==> config.mk <==
export PLATFORM = sky130hd
export DESIGN_NAME = qracc_cfg_queue
export DESIGN_NICKNAME = d
export VERILOG_FILES = /design/src/rtl/qracc_pkg.sv /design/src/rtl/qracc_cfg_ring.sv /design/src/rtl/qracc_cfg_queue.sv
export SDC_FILE = /design/constraint.sdc
export NUM_CORES = 2
export LEC_CHECK = 0
export ABC_AREA = 1
export BUFFER_PORTS_ARGS = -buffer_cell sky130_fd_sc_hd__clkbuf_2
export CAP_MARGIN = 20
export CORE_MARGIN = 2
export CORE_UTILIZATION = 35
export CTS_BUF_LIST = sky130_fd_sc_hd__clkbuf_8
export DETAILED_ROUTE_END_ITERATION = 10
export PLACE_DENSITY = 0.56
export SLEW_MARGIN = 25
export SYNTH_ARGS = -nofsm -noshare
export SYNTH_HDL_FRONTEND = slang
export SYNTH_HIERARCHICAL = 1
export SYNTH_SLANG_ARGS = --single-unit
export TNS_END_PERCENT = 20
==> constraint.sdc <==
create_clock -name clk -period 56.1 [get_ports clk]
set_input_delay 0 -clock clk [delete_from_list [all_inputs] [get_ports clk]]
set_output_delay 0 -clock clk [all_outputs]
set_load 0.02 [all_outputs]
==> src/rtl/qracc_pkg.sv <==
// Shared types for the QRAcc layer-configuration path: config record,
// ctrl word map, STATUS bit positions and word packing helpers.
package qracc_pkg;

  typedef struct packed {
    logic [2:0]  n_input_bits_cfg;
    logic        binary_cfg;
    logic [2:0]  adc_ref_range_shifts;
    logic [3:0]  filter_size_y;
    logic [3:0]  filter_size_x;
    logic [31:0] input_fmap_size;
    logic [31:0] output_fmap_size;
    logic [31:0] input_fmap_dimx;
    logic [31:0] input_fmap_dimy;
    logic [31:0] output_fmap_dimx;
    logic [31:0] output_fmap_dimy;
    logic [9:0]  num_input_channels;
    logic [9:0]  num_output_channels;
  } qracc_config_t;

  typedef enum logic [3:0] {
    CFG_MODE          = 4'd0,
    CFG_IN_FMAP_SIZE  = 4'd1,
    CFG_OUT_FMAP_SIZE = 4'd2,
    CFG_IN_DIMX       = 4'd3,
    CFG_IN_DIMY       = 4'd4,
    CFG_OUT_DIMX      = 4'd5,
    CFG_OUT_DIMY      = 4'd6,
    CFG_CHAN          = 4'd7,
    CFG_COMMIT        = 4'd8,
    CFG_STATUS        = 4'd9,
    CFG_CLEAR         = 4'd10
  } qracc_cfg_word_e;

  localparam int CFG_STATUS_EMPTY_BIT = 0;
  localparam int CFG_STATUS_FULL_BIT  = 1;
  localparam int CFG_STATUS_ERR_BIT   = 2;
  localparam int CFG_STATUS_COUNT_LSB = 8;
  localparam int CFG_STATUS_COUNT_W   = 8;

  function automatic logic [31:0] pack_mode_word(qracc_config_t c);
    return {16'b0, c.filter_size_x, c.filter_size_y, 1'b0,
            c.adc_ref_range_shifts, c.binary_cfg, c.n_input_bits_cfg};
  endfunction

  function automatic logic [31:0] pack_chan_word(qracc_config_t c);
    return {6'b0, c.num_output_channels, 6'b0, c.num_input_channels};
  endfunction

endpackage

==> src/rtl/qracc_cfg_ring.sv <==
// NUM_CTX-deep ring of config slots; head is read combinationally from the
// slot registers. Clear resets pointers only, slot contents are kept.
module qracc_cfg_ring
  import qracc_pkg::*;
#(
  parameter int NUM_CTX = 4
) (
  input  logic                      clk,
  input  logic                      rst,
  input  logic                      push_i,
  input  logic                      pop_i,
  input  logic                      clear_i,
  input  qracc_config_t             data_i,
  output qracc_config_t             head_o,
  output logic                      full_o,
  output logic                      empty_o,
  output logic [$clog2(NUM_CTX):0]  count_o
);

  localparam int PW = $clog2(NUM_CTX);

  qracc_config_t slots_q [NUM_CTX];
  qracc_config_t slots_d [NUM_CTX];
  logic [PW-1:0] wr_ptr_q, wr_ptr_d;
  logic [PW-1:0] rd_ptr_q, rd_ptr_d;
  logic [PW:0]   count_q, count_d;
  logic          do_push, do_pop;

  assign full_o  = (count_q == (PW+1)'(NUM_CTX));
  assign empty_o = (count_q == '0);
  assign count_o = count_q;
  assign head_o  = slots_q[rd_ptr_q];

  assign do_push = push_i && !full_o && !clear_i;
  assign do_pop  = pop_i && !empty_o && !clear_i;

  always_comb begin
    slots_d  = slots_q;
    wr_ptr_d = wr_ptr_q;
    rd_ptr_d = rd_ptr_q;
    count_d  = count_q;
    if (clear_i) begin
      wr_ptr_d = '0;
      rd_ptr_d = '0;
      count_d  = '0;
    end else begin
      if (do_push) begin
        slots_d[wr_ptr_q] = data_i;
        wr_ptr_d          = wr_ptr_q + 1'b1;  // power-of-two depth wraps naturally
      end
      if (do_pop) rd_ptr_d = rd_ptr_q + 1'b1;
      count_d = count_q + {{PW{1'b0}}, do_push} - {{PW{1'b0}}, do_pop};
    end
  end

  always_ff @(posedge clk or posedge rst) begin
    if (rst) begin
      for (int i = 0; i < NUM_CTX; i++) slots_q[i] <= '0;
      wr_ptr_q <= '0;
      rd_ptr_q <= '0;
      count_q  <= '0;
    end else begin
      slots_q  <= slots_d;
      wr_ptr_q <= wr_ptr_d;
      rd_ptr_q <= rd_ptr_d;
      count_q  <= count_d;
    end
  end

endmodule

==> src/rtl/qracc_cfg_queue.sv <==
// Multi-context layer-config queue: ctrl-bus decode into a staging record,
// COMMIT pushes staging into the ring, layer_done_i pops the head.
module qracc_cfg_queue
  import qracc_pkg::*;
#(
  parameter int NUM_CTX = 4,
  parameter int ADDR_W  = 32,
  parameter int DATA_W  = 32
) (
  input  logic                      clk,
  input  logic                      rst,
  input  logic [DATA_W-1:0]         ctrl_data_i,
  input  logic [ADDR_W-1:0]         ctrl_addr_i,
  input  logic                      ctrl_wen_i,
  input  logic                      ctrl_valid_i,
  output logic                      ctrl_ready_o,
  output logic [DATA_W-1:0]         ctrl_read_data_o,
  output qracc_config_t             cfg_o,
  output logic                      cfg_valid_o,
  input  logic                      layer_done_i,
  output logic [$clog2(NUM_CTX):0]  cfg_count_o,
  output logic                      err_o
);

  logic [3:0]        word;
  logic              full, empty;
  logic              wr_acc, rd_acc, do_commit, do_clear, bad_write;
  qracc_config_t     staging_q, staging_d;
  logic [DATA_W-1:0] rdata_q, rdata_d, rd_mux;
  logic              err_q, err_d;
  logic              unused_addr;

  assign word        = ctrl_addr_i[5:2];
  assign unused_addr = ^{ctrl_addr_i[ADDR_W-1:6], ctrl_addr_i[1:0]};

  assign ctrl_ready_o = !(ctrl_wen_i && (word == CFG_COMMIT) && full);
  assign wr_acc       = ctrl_valid_i && ctrl_ready_o && ctrl_wen_i;
  assign rd_acc       = ctrl_valid_i && ctrl_ready_o && !ctrl_wen_i;
  assign do_commit    = wr_acc && (word == CFG_COMMIT);
  assign do_clear     = wr_acc && (word == CFG_CLEAR);
  assign bad_write    = wr_acc && ((word == CFG_STATUS) || (word > CFG_CLEAR));

  qracc_cfg_ring #(.NUM_CTX(NUM_CTX)) u_ring (
    .clk     (clk),
    .rst     (rst),
    .push_i  (do_commit),
    .pop_i   (layer_done_i),
    .clear_i (do_clear),
    .data_i  (staging_q),
    .head_o  (cfg_o),
    .full_o  (full),
    .empty_o (empty),
    .count_o (cfg_count_o)
  );

  assign cfg_valid_o      = !empty;
  assign err_o            = err_q;
  assign ctrl_read_data_o = rdata_q;

  always_comb begin
    staging_d = staging_q;
    if (wr_acc) begin
      case (word)
        CFG_MODE: begin
          staging_d.n_input_bits_cfg     = ctrl_data_i[2:0];
          staging_d.binary_cfg           = ctrl_data_i[3];
          staging_d.adc_ref_range_shifts = ctrl_data_i[6:4];
          staging_d.filter_size_y        = ctrl_data_i[11:8];
          staging_d.filter_size_x        = ctrl_data_i[15:12];
        end
        CFG_IN_FMAP_SIZE:  staging_d.input_fmap_size  = ctrl_data_i;
        CFG_OUT_FMAP_SIZE: staging_d.output_fmap_size = ctrl_data_i;
        CFG_IN_DIMX:       staging_d.input_fmap_dimx  = ctrl_data_i;
        CFG_IN_DIMY:       staging_d.input_fmap_dimy  = ctrl_data_i;
        CFG_OUT_DIMX:      staging_d.output_fmap_dimx = ctrl_data_i;
        CFG_OUT_DIMY:      staging_d.output_fmap_dimy = ctrl_data_i;
        CFG_CHAN: begin
          staging_d.num_input_channels  = ctrl_data_i[9:0];
          staging_d.num_output_channels = ctrl_data_i[25:16];
        end
        default: ;
      endcase
    end
  end

  always_comb begin
    rd_mux = '0;
    case (word)
      CFG_MODE:          rd_mux = pack_mode_word(staging_q);
      CFG_IN_FMAP_SIZE:  rd_mux = staging_q.input_fmap_size;
      CFG_OUT_FMAP_SIZE: rd_mux = staging_q.output_fmap_size;
      CFG_IN_DIMX:       rd_mux = staging_q.input_fmap_dimx;
      CFG_IN_DIMY:       rd_mux = staging_q.input_fmap_dimy;
      CFG_OUT_DIMX:      rd_mux = staging_q.output_fmap_dimx;
      CFG_OUT_DIMY:      rd_mux = staging_q.output_fmap_dimy;
      CFG_CHAN:          rd_mux = pack_chan_word(staging_q);
      CFG_STATUS: begin
        rd_mux[CFG_STATUS_EMPTY_BIT] = empty;
        rd_mux[CFG_STATUS_FULL_BIT]  = full;
        rd_mux[CFG_STATUS_ERR_BIT]   = err_q;
        rd_mux[CFG_STATUS_COUNT_LSB +: CFG_STATUS_COUNT_W] = CFG_STATUS_COUNT_W'(cfg_count_o);
      end
      default: ;
    endcase
  end

  always_comb begin
    rdata_d = rd_acc ? rd_mux : rdata_q;
    err_d   = err_q;
    // CLEAR wins, so a pop on empty in the same cycle leaves err low
    if (do_clear)                                  err_d = 1'b0;
    else if ((layer_done_i && empty) || bad_write) err_d = 1'b1;
  end

  always_ff @(posedge clk or posedge rst) begin
    if (rst) begin
      staging_q <= '0;
      rdata_q   <= '0;
      err_q     <= 1'b0;
    end else begin
      staging_q <= staging_d;
      rdata_q   <= rdata_d;
      err_q     <= err_d;
    end
  end

endmodule

==> run metrics <==
status=completed; DRT Wirelength=roughly 220 mm; endpoints failing setup=0; met2 WL post-DR=between 90 and 100 mm; vias in the first global route=a little under 50000; GPL Wtd Cong=about 0.88; initial antenna violation count=16; worst rel slew slack=between 20% and 30%; Synth Register Bits=1175; multi-input logic area=between 0.02 and 0.025 mm^2; Min Clock Period, post-route=between 6 and 7 ns; Clk pin slew, worst setup/hold paths=roughly 0.060 ns; WL met1=slightly below 100 mm; CTS buffer count=roughly 200; Nets=just over 7000; Synth area leaders=dfrtp_1, nand2_1, nand4_1; max layer used=met5; Die W=between 400 and 500 um; Distinct cells, synth=22; DRT iter0 DRCs=7220; switching part of the total=a little over two fifths; htree depth=4; pwr/cell area=approximately 46 mW/mm^2; Ports=approximately 330; Max Root-Sink Buffers=3; Max Cap Viol=0; crit path max fanout=around 190; P&R area growth vs syn=12.6%; first-pass GRT wire length=329 mm; Post-DP HPWL=between 100 and 150 mm; Post-DRT Antenna Nets=0; port bufs=between 300 and 400; Least-Margin Pin Slew=between 1 and 1.5 ns; Net Sw Power=~0.0013 W; post-synthesis sequential area ratio=a little over half; commonest cells after routing, fill and taps aside=nand2_1, dfrtp_1, nand4_1; area occupied by registers=between 0.02 and 0.03 mm^2; Yosys Warn Count=6; wire length on met3=between 20 and 25 mm; Clock Skew=around 0.044 ns; Cell Rows=roughly 150; Detailed Routing Iterations Pass 1=8; Critical Path AT=between 7 and 8 ns; DR WL/cell=24.2 um; Slew Limit Fails=0; critical path class=reg2reg; final core utilization=between 30% and 40%; Final Hold Fails=0; Vias=approximately 53000; Clock Latency Late Sink=between 0.9 and 1 ns; Pint=between 0.0015 and 0.002 W; die height=402 um; CORE AREA=roughly 0.16 mm^2; detailed-route DRC error count=0; Die ar.=0.162 mm^2; TritonCTS clock tree=yes; peak supply drop=0.0000338 V; clock root buffer=clkbuf_8; CP endpoint kind=flip-flop; fillers=roughly 16000; RSZ-0062 raised after global routing=no; Tcrit/Tclk final=between 10% and 20%; Post-Syn Area=0.0555 mm^2; P_leak=approximately 33 nW; Worst setup SP type=flip-flop; GRT overflow=0; vias per inst=roughly 5.7; Final TNS setup=0 ns; Mapped Nets=between 7000 and 8000; CTS sink count=roughly 1200; CP required=approximately 57 ns; Yosys top cell by area=dfrtp_1; total track usage=a little over a quarter; layout cells sized above 1=10.1%; Worst Hold Class=in2reg; combinational power share=about a third; Max Freq=0.161 GHz; Seq pwr share=~38%; commonest non-fill, non-tap cell in the layout=nand2_1; share of the synthesized area in the top cell type=around 53%; largest net degree at the start of global routing=~230; syn_area_per_cell=a little under 8 um^2; starting density of the core=a little over a third; clock network fraction of total power=between 20 and 30%; Post-Synthesis Cells=about 7000
-- power groups by stage --
stage          Combinational [W]  Sequential (W)  Clock, W
2_1_floorplan           0.000609         0.00102         0
5_1_grt                  0.00106         0.00109  0.000859
6_report                0.000989         0.00108  0.000807
4_1_cts                 0.000987         0.00107  0.000821
3_5_place_dp            0.000979         0.00109         0
3_3_place_gp            0.000979         0.00109         0
-- flip-flops by register name, summed over array words and instances, names as in the netlist --
name	cells
u_ring/slots_q	908
staging_q	227
ctrl_read_data_o	32
u_ring/count_o	3
u_ring/rd_ptr_q	2
u_ring/wr_ptr_q	2
err_o	1
-- per-stage QoR --
| step | std cells | power [W] | hold WS, ns | area [um^2] | worst slack, ns |
|---|---|---|---|---|---|
| after floorplan | 6995 | 0.00163 | 0.117 | 55500 | 30.37 |
| after global placement | 8808 | 0.00207 | 0.306 | 57700 | 49.93 |
| after detailed placement | 8808 | 0.00207 | 0.308 | 57700 | 49.90 |
| after CTS | 9210 | 0.00288 | 0.00713 | 62400 | 50.17 |
| after global routing | 9217 | 0.00301 | 0.0591 | 62500 | 49.53 |
| final | 9221 | 0.00288 | 0.109 | 62500 | 49.87 |
-- Yosys cell counts --
master       n
clkbuf_1   273
buf_6        1
buf_2      227
ha_1         6
nand4_1    914
nor2_1     578
dfrtp_1   1175
clkbuf_2     5
o21ai_0    579
nor2_2       6
a21oi_1      5
nand2_2      1
xor2_1       2
inv_2        7
nand2_1   2588
o22ai_1    227
buf_1      123
fa_1         1
nand3_1     49
o21ai_1    122
inv_1       81
buf_4       25
-- path summary, 6_finish.rpt --
kind,startpoint,end,slack [ns],depth (start not counted)
max,u_ring/count_o[1],u_ring/slots_q[105],49.87,14
min,ctrl_data_i[30],staging_q[146],0.11,4
max reg2reg,u_ring/count_o[1],u_ring/slots_q[105],49.87,14
min reg2reg,u_ring/slots_q[466],u_ring/slots_q[466],0.47,2
max in group asynchronous,rst,u_ring/slots_q[78],51.91,8
min in group asynchronous,rst,u_ring/slots_q[446],0.51,4
-- critical path, cell delays in order (launching register included) --
cell and delay [ns]:
dfrtp_1 0.50, nor2_2 0.12, nand2_2 0.13, inv_1 0.09, nand2_1 0.11, nand3_4 0.16
nor2_1 0.72, clkinv_8 0.82, buf_12 0.49, nand4_1 0.20, buf_4 0.57, buf_4 0.80
buf_4 0.90, nand2_1 0.12, nand2_1 0.11
-- what timing repair did --
item	4_1_cts	5_1_grt
resized for setup	0	0
buffers inserted	0	0
hold buffers	53	0
hold endpoints to repair	517	0
-- cell families after synthesis --
logic type / share of synthesized area [%]
AOI/OAI and AO/OA: 8.92
xor gates and xnor gates: 0.0315
adders and majority gates: 0.171
buffers and inverters: 5.72
DFF: 52.9
and+or+nand+nor: 32.2
-- layout make-up --
class	instances	area share, %
antenna	8	0.0320
clock buffer	251	5.53
clock inverter	98	1.06
inverter	88	0.600
multi-input combinational	5078	36.9
sequential	1175	47.0
tap	2072	4.15
timing repair buffer	451	4.70
-- layer usage --
metal | up-vias | GRT usage (%)
met5 | - | 0
met4 | 18 | 11.5
met3 | 380 | 5.96
met2 | 2624 | 38.1
met1 | 26103 | 38.5
li1 | 23597 | -
Power figures use the tool's default switching activity.
